### config.mk
export PLATFORM = sky130hd
export DESIGN_NAME = inst_fetch_ctrl
export DESIGN_NICKNAME = d
export VERILOG_FILES = /design/src/rtl/fetch_pkg.sv /design/src/rtl/inst_fetch_ctrl.sv
export SDC_FILE = /design/constraint.sdc
export NUM_CORES = 1
export LEC_CHECK = 0
export CORE_MARGIN = 5
export CORE_UTILIZATION = 46
export CTS_CLUSTER_DIAMETER = 200
export DETAILED_ROUTE_END_ITERATION = 10
export PLACE_DENSITY = 0.82
export SLEW_MARGIN = 20
export SYNTH_ARGS = -nofsm -noshare
export SYNTH_HDL_FRONTEND = slang
export SYNTH_SLANG_ARGS = --single-unit
### constraint.sdc
create_clock -name clk -period 5.7 [get_ports clk]
set_input_delay 1.14 -clock clk [delete_from_list [all_inputs] [get_ports clk]]
set_output_delay 1.14 -clock clk [all_outputs]
set_load 0.03 [all_outputs]
### src/rtl/fetch_pkg.sv
// Shared types and constants for the byte-serial instruction fetch controller.
package fetch_pkg;

  localparam int unsigned BYTES_PER_INST = 4;
  localparam int unsigned IDX_W          = $clog2(BYTES_PER_INST);

  typedef enum logic [1:0] {
    IDLE  = 2'd0,
    FETCH = 2'd1,
    VALID = 2'd2
  } state_t;

  typedef logic [IDX_W-1:0] idx_t;

endpackage

### src/rtl/inst_fetch_ctrl.sv
// Fetches 32-bit little-endian instructions one byte per cycle from a byte-wide
// instruction memory and presents them with a valid/ready handshake.
module inst_fetch_ctrl
  import fetch_pkg::*;
#(
  parameter logic [31:0] RESET_PC  = 32'h0000_0000,
  parameter int unsigned MEM_BYTES = 32
) (
  input  logic        clk,
  input  logic        reset,
  input  logic        enable,
  input  logic        redirect_valid,
  input  logic [31:0] redirect_pc,
  output logic [31:0] mem_addr,
  input  logic [7:0]  mem_rdata,
  output logic [31:0] instr,
  output logic [31:0] instr_pc,
  output logic        instr_valid,
  input  logic        instr_ready,
  output logic        busy,
  output logic [31:0] fetch_count
);

  localparam int unsigned ADDR_W = 32;

  state_t            state, state_n;
  idx_t              b, b_n;
  logic [ADDR_W-1:0] pc, pc_n;
  logic [ADDR_W-1:0] next_pc_c;
  logic [ADDR_W-1:0] redirect_tgt_c;
  logic [ADDR_W-1:0] mem_addr_n;
  logic [31:0]       instr_n, instr_pc_n, fetch_count_n;
  logic              instr_valid_n, busy_n, accept_c;

  // State register
  always_ff @(posedge clk) begin
    if (reset) state <= IDLE;
    else       state <= state_n;
  end

  // Next-state and datapath next values; redirect overrides every state
  always_comb begin
    state_n       = state;
    b_n           = b;
    pc_n          = pc;
    instr_n       = instr;
    instr_pc_n    = instr_pc;
    instr_valid_n = instr_valid;
    fetch_count_n = fetch_count;

    next_pc_c = (pc + ADDR_W'(BYTES_PER_INST) < ADDR_W'(MEM_BYTES))
                ? pc + ADDR_W'(BYTES_PER_INST) : '0;
    redirect_tgt_c = (redirect_pc & ~ADDR_W'(3)) % ADDR_W'(MEM_BYTES);
    accept_c       = (state == VALID) && instr_valid && instr_ready;

    case (state)
      IDLE: begin
        if (enable) begin
          state_n = FETCH;
          b_n     = '0;
        end
      end
      FETCH: begin
        instr_n[{b, 3'b000} +: 8] = mem_rdata;
        b_n = b + idx_t'(1);
        if (b == idx_t'(BYTES_PER_INST - 1)) begin
          state_n       = VALID;
          instr_valid_n = 1'b1;
          instr_pc_n    = pc;
        end
      end
      VALID: begin
        if (accept_c) begin
          fetch_count_n = fetch_count + 32'd1;
          pc_n          = next_pc_c;
          instr_valid_n = 1'b0;
          b_n           = '0;
          state_n       = enable ? FETCH : IDLE;
        end
      end
      default: state_n = IDLE;
    endcase

    if (redirect_valid) begin
      pc_n          = redirect_tgt_c;
      b_n           = '0;
      instr_valid_n = 1'b0;
      state_n       = enable ? FETCH : IDLE;
    end

    // Address is registered, so it is computed from the values the next cycle will hold
    mem_addr_n = (state_n == FETCH) ? pc_n + ADDR_W'(b_n) : pc_n;
    busy_n     = (state_n == FETCH);
  end

  // Datapath and output registers
  always_ff @(posedge clk) begin
    if (reset) begin
      b           <= '0;
      pc          <= RESET_PC;
      mem_addr    <= RESET_PC;
      instr       <= '0;
      instr_pc    <= RESET_PC;
      instr_valid <= 1'b0;
      busy        <= 1'b0;
      fetch_count <= '0;
    end else begin
      b           <= b_n;
      pc          <= pc_n;
      mem_addr    <= mem_addr_n;
      instr       <= instr_n;
      instr_pc    <= instr_pc_n;
      instr_valid <= instr_valid_n;
      busy        <= busy_n;
      fetch_count <= fetch_count_n;
    end
  end

endmodule

==> results.py <==
metrics = {
    "clock_tree": {
        "clockRootBuffer": "clkbuf_16",
        "postCtsHoldBufs": 0,
        "cts_max_path_buffers": 2,
        "clk_pin_slew_ns": 0.06,
        "cts_buffers": 17,
        "clkSinkCount": 166,
        "post-cts-setup-buffers": 0,
        "ctsHtreeMaxLevel": 4,
        "tritoncts": "yes",
        "cts_resized": 0,
        "clk-insertion-delay-late_ns": 0.42,
    },
    "place": {
        "gp_congestion": 0.916,
        "port_buffers": 145,
        "place_hpwl_um": 13800,
        "post-place-ws_ns": 0.484,
        "placed_cells": 1189,
        "post_dp_cell_area_sq_mm": 0.00892,
    },
    "cells_and_area": {
        "final_cell_mix": "166 x dfxtp_1, 144 x clkdlybuf4s50_1, 131 x nor2_1",
        "fin_nets": 1048,
        "postLayoutCoreUtil": 0.600,
        "layout-drive-gt1-share": 0.0806,
        "layoutNonFillerInstCount": 1221,
        "final_common_cell": "dfxtp_1",
        "insertedDiodeCount": 0,
        "postLayoutCellArea_sq_mm": 0.00953,
        "area_delta_synth_final_pct": 27.6,
    },
    "setup_path": {
        "required_ns": 6.01,
        "reg2reg_setup_slack_ns": 0.39,
        "worstReg2RegEnd": "mem_addr[27]",
        "worst-path-max-fanout": 8,
        "cpMaxStageDelayCell": "a2111oi_0",
        "endpoint": "mem_addr[27]",
        "slowest_delay_ns": 0.50,
        "cp_top_family": "simple AND/OR/NAND/NOR gates",
        "rr_worst_depth": 19,
        "path_cells": "ha_1 -> nand2_1 -> nor4_4 -> nand4_1 -> or2_2 -> a211o_2 -> nor3_2 -> o21ba_2 -> and2_1 -> ha_1 -> a21o_1 -> nand2_1 -> a2111oi_0 -> and2_1 -> and4b_1 -> o211ai_1 -> buf_4 -> nor3_1 -> mux2_2",
        "path_buf_inv": 1,
        "path_class": "reg2reg",
        "cp-end-kind": "register",
        "arrival_ns": 5.62,
        "critPathLaunch": "pc[3]",
        "cp_num_cells": 19,
        "start_kind": "register",
        "worstReg2RegStart": "pc[3]",
    },
    "floorplan": {
        "coreArea_sq_mm": 0.0159,
        "rows": 46,
        "die_area_sq_mm": 0.0189,
        "design.portCount": 175,
        "start_util": 0.470,
        "dieWidth_um": 137,
        "chipHeight_um": 137,
    },
    "synthesis": {
        "ys_ff_latch": 166,
        "synth_cell_types": 72,
        "synthTopCellsByArea": "dfxtp_1 44%, nor2_1 6.6%, nand2_1 6.1%, a21oi_1 3.7%, a22oi_1 3.5%",
        "ys.flop_type": "dfxtp_1",
        "async_flop_share": 0,
        "yosysSeqAreaShare": 0.445,
        "synth_area_leader_cell": "dfxtp_1",
        "mappedNetlistArea_sq_mm": 0.00747,
        "synth_top_area_frac": 0.445,
        "yosys_warnings": 0,
        "syn-num-nets": 930,
        "netlist_instances": 874,
        "syn_avg_cell_area_sq_um": 8.55,
        "synth-edff-count": 0,
    },
    "global_route": {
        "grt.total_usage": 0.203,
        "grt_pass1_wl_um": 30600,
        "grt_pass1_vias": 6145,
        "grt_max_degree": 92,
        "grt_antenna_before_repair": 0,
        "overflow": 0,
    },
    "job": {
        "drv_cap": 0,
    },
    "status": {
        "outcome": "complete, no violations",
    },
    "timing": {
        "finalSetupViolations": 0,
        "maxSlewHeadroom": 0.363,
        "holdWs_ns": 0.451,
        "finalHoldViolCount": 0,
        "setup_slack_ns": 0.394,
        "rsz0062_at_grt": "false",
        "fin_skew_ns": 0.00761,
        "final.period_utilization": 0.931,
        "fin_crit_ns": 5.31,
        "fmax_mhz": 188,
        "fin_setup_tns_ns": 0,
        "tightest_slew_ns": 0.956,
        "final_max_slew_viol_count": 0,
    },
    "pwr": {
        "vdd_drop_max_v": 0.000225,
        "p_per_area_mw_per_mm2": 256,
        "power_leakage_nw": 3.39,
        "power.total_mw": 2.44,
    },
    "detailed_routing": {
        "totalWireLength_um": 19500,
        "drt.antenna.violating_nets": 0,
        "drtIter0Drc": 417,
        "firstDrtPassIters": 5,
        "wl_per_cell_um": 15.9,
        "viasPerCell": 5.40,
        "drc": 0,
        "via_count": 6595,
    },
    "worst_hold_path": {
        "whs_path_depth": 2,
        "holdCritStartpoint": "instr_pc[16]",
        "hold_class": "reg2reg",
    },
}
## synthesized netlist by cell type, drive strengths merged (2+ instances only)
cell type and n:
nor4 8, a211oi 2, a22oi 35, o2111ai 2, or2 3, o21ba 2
nor3b 2, buf 22, and2 29, a21oi 55, a31oi 6, o21ai 19
o211ai 3, xor2 30, mux2i 3, inv 16, nor2b 4, a211o 2
xnor2 22, and3 9, nor4b 4, nand2 121, clkbuf 38, mux2 12
and4 10, o22a 2, dfxtp 166, or3 13, nand3 25, a2111oi 2
nor3 23, nand4 21, and4b 2, or4 2, nor2 131, nand4b 2
ha 10
## tightest hold or removal path: stages, from the launching register on
cell	delay (ns)
dfxtp_1	0.30
nand2_1	0.05
a21oi_1	0.05
## registers in the layout, summed over array words and instances (netlist names)
register / count
pc: 32
b: 2
state: 2
mem_addr: 32
instr_valid: 1
fetch_count: 32
instr_pc: 32
busy: 1
instr: 32
## power by group
group          internal [mW]  switching (mW)  leakage, nW
combinational         0.0414          0.0716         1.76
sequential              1.17         0.00705         1.34
clock                  0.658           0.496        0.287
## cell families after synthesis
| logic type | count (synthesis) | share of synthesized area |
|---|---|---|
| AOI/OAI and AO/OA | 142 | 0.121 |
| xor gates and xnor gates | 52 | 0.0610 |
| adders and majority gates | 11 | 0.0194 |
| buffers and inverters | 76 | 0.0585 |
| DFF | 166 | 0.445 |
| muxes | 15 | 0.0221 |
| and+or+nand+nor | 412 | 0.273 |
## layout make-up
| cell class | instances | area [sq um] |
|---|---|---|
| Timing Repair Buffer | 159 | 1550 |
| Inverter | 16 | 60.1 |
| Fill cell | 1393 | 6360 |
| Tap cell | 216 | 270 |
| Clock inverter | 14 | 164 |
| Clock buffer | 18 | 429 |
| Sequential cell | 166 | 3320 |
| Multi-Input combinational cell | 632 | 3730 |
## routing by layer
| layer | track usage | up-vias | share of wire | wire, um |
|---|---|---|---|---|
| met5 | 0 | - | 0 | 0 |
| met4 | 0.0787 | 0 | 0.028 | 538 |
| met3 | 0.0449 | 36 | 0.060 | 1170 |
| met2 | 0.319 | 217 | 0.46 | 8900 |
| met1 | 0.272 | 3097 | 0.45 | 8850 |
| li1 | - | 3245 | - | - |
## worst min path at each step
stage | to | slack (ns)
final | instr_pc[16] | 0.45
after global routing | instr_pc[31] | 0.47
after CTS | pc[0] | 0.45
after detailed placement | pc[0] | 0.44
after global placement | instr_pc[31] | 0.44
after floorplan | pc[0] | 0.43
Power figures use the tool's default switching activity.
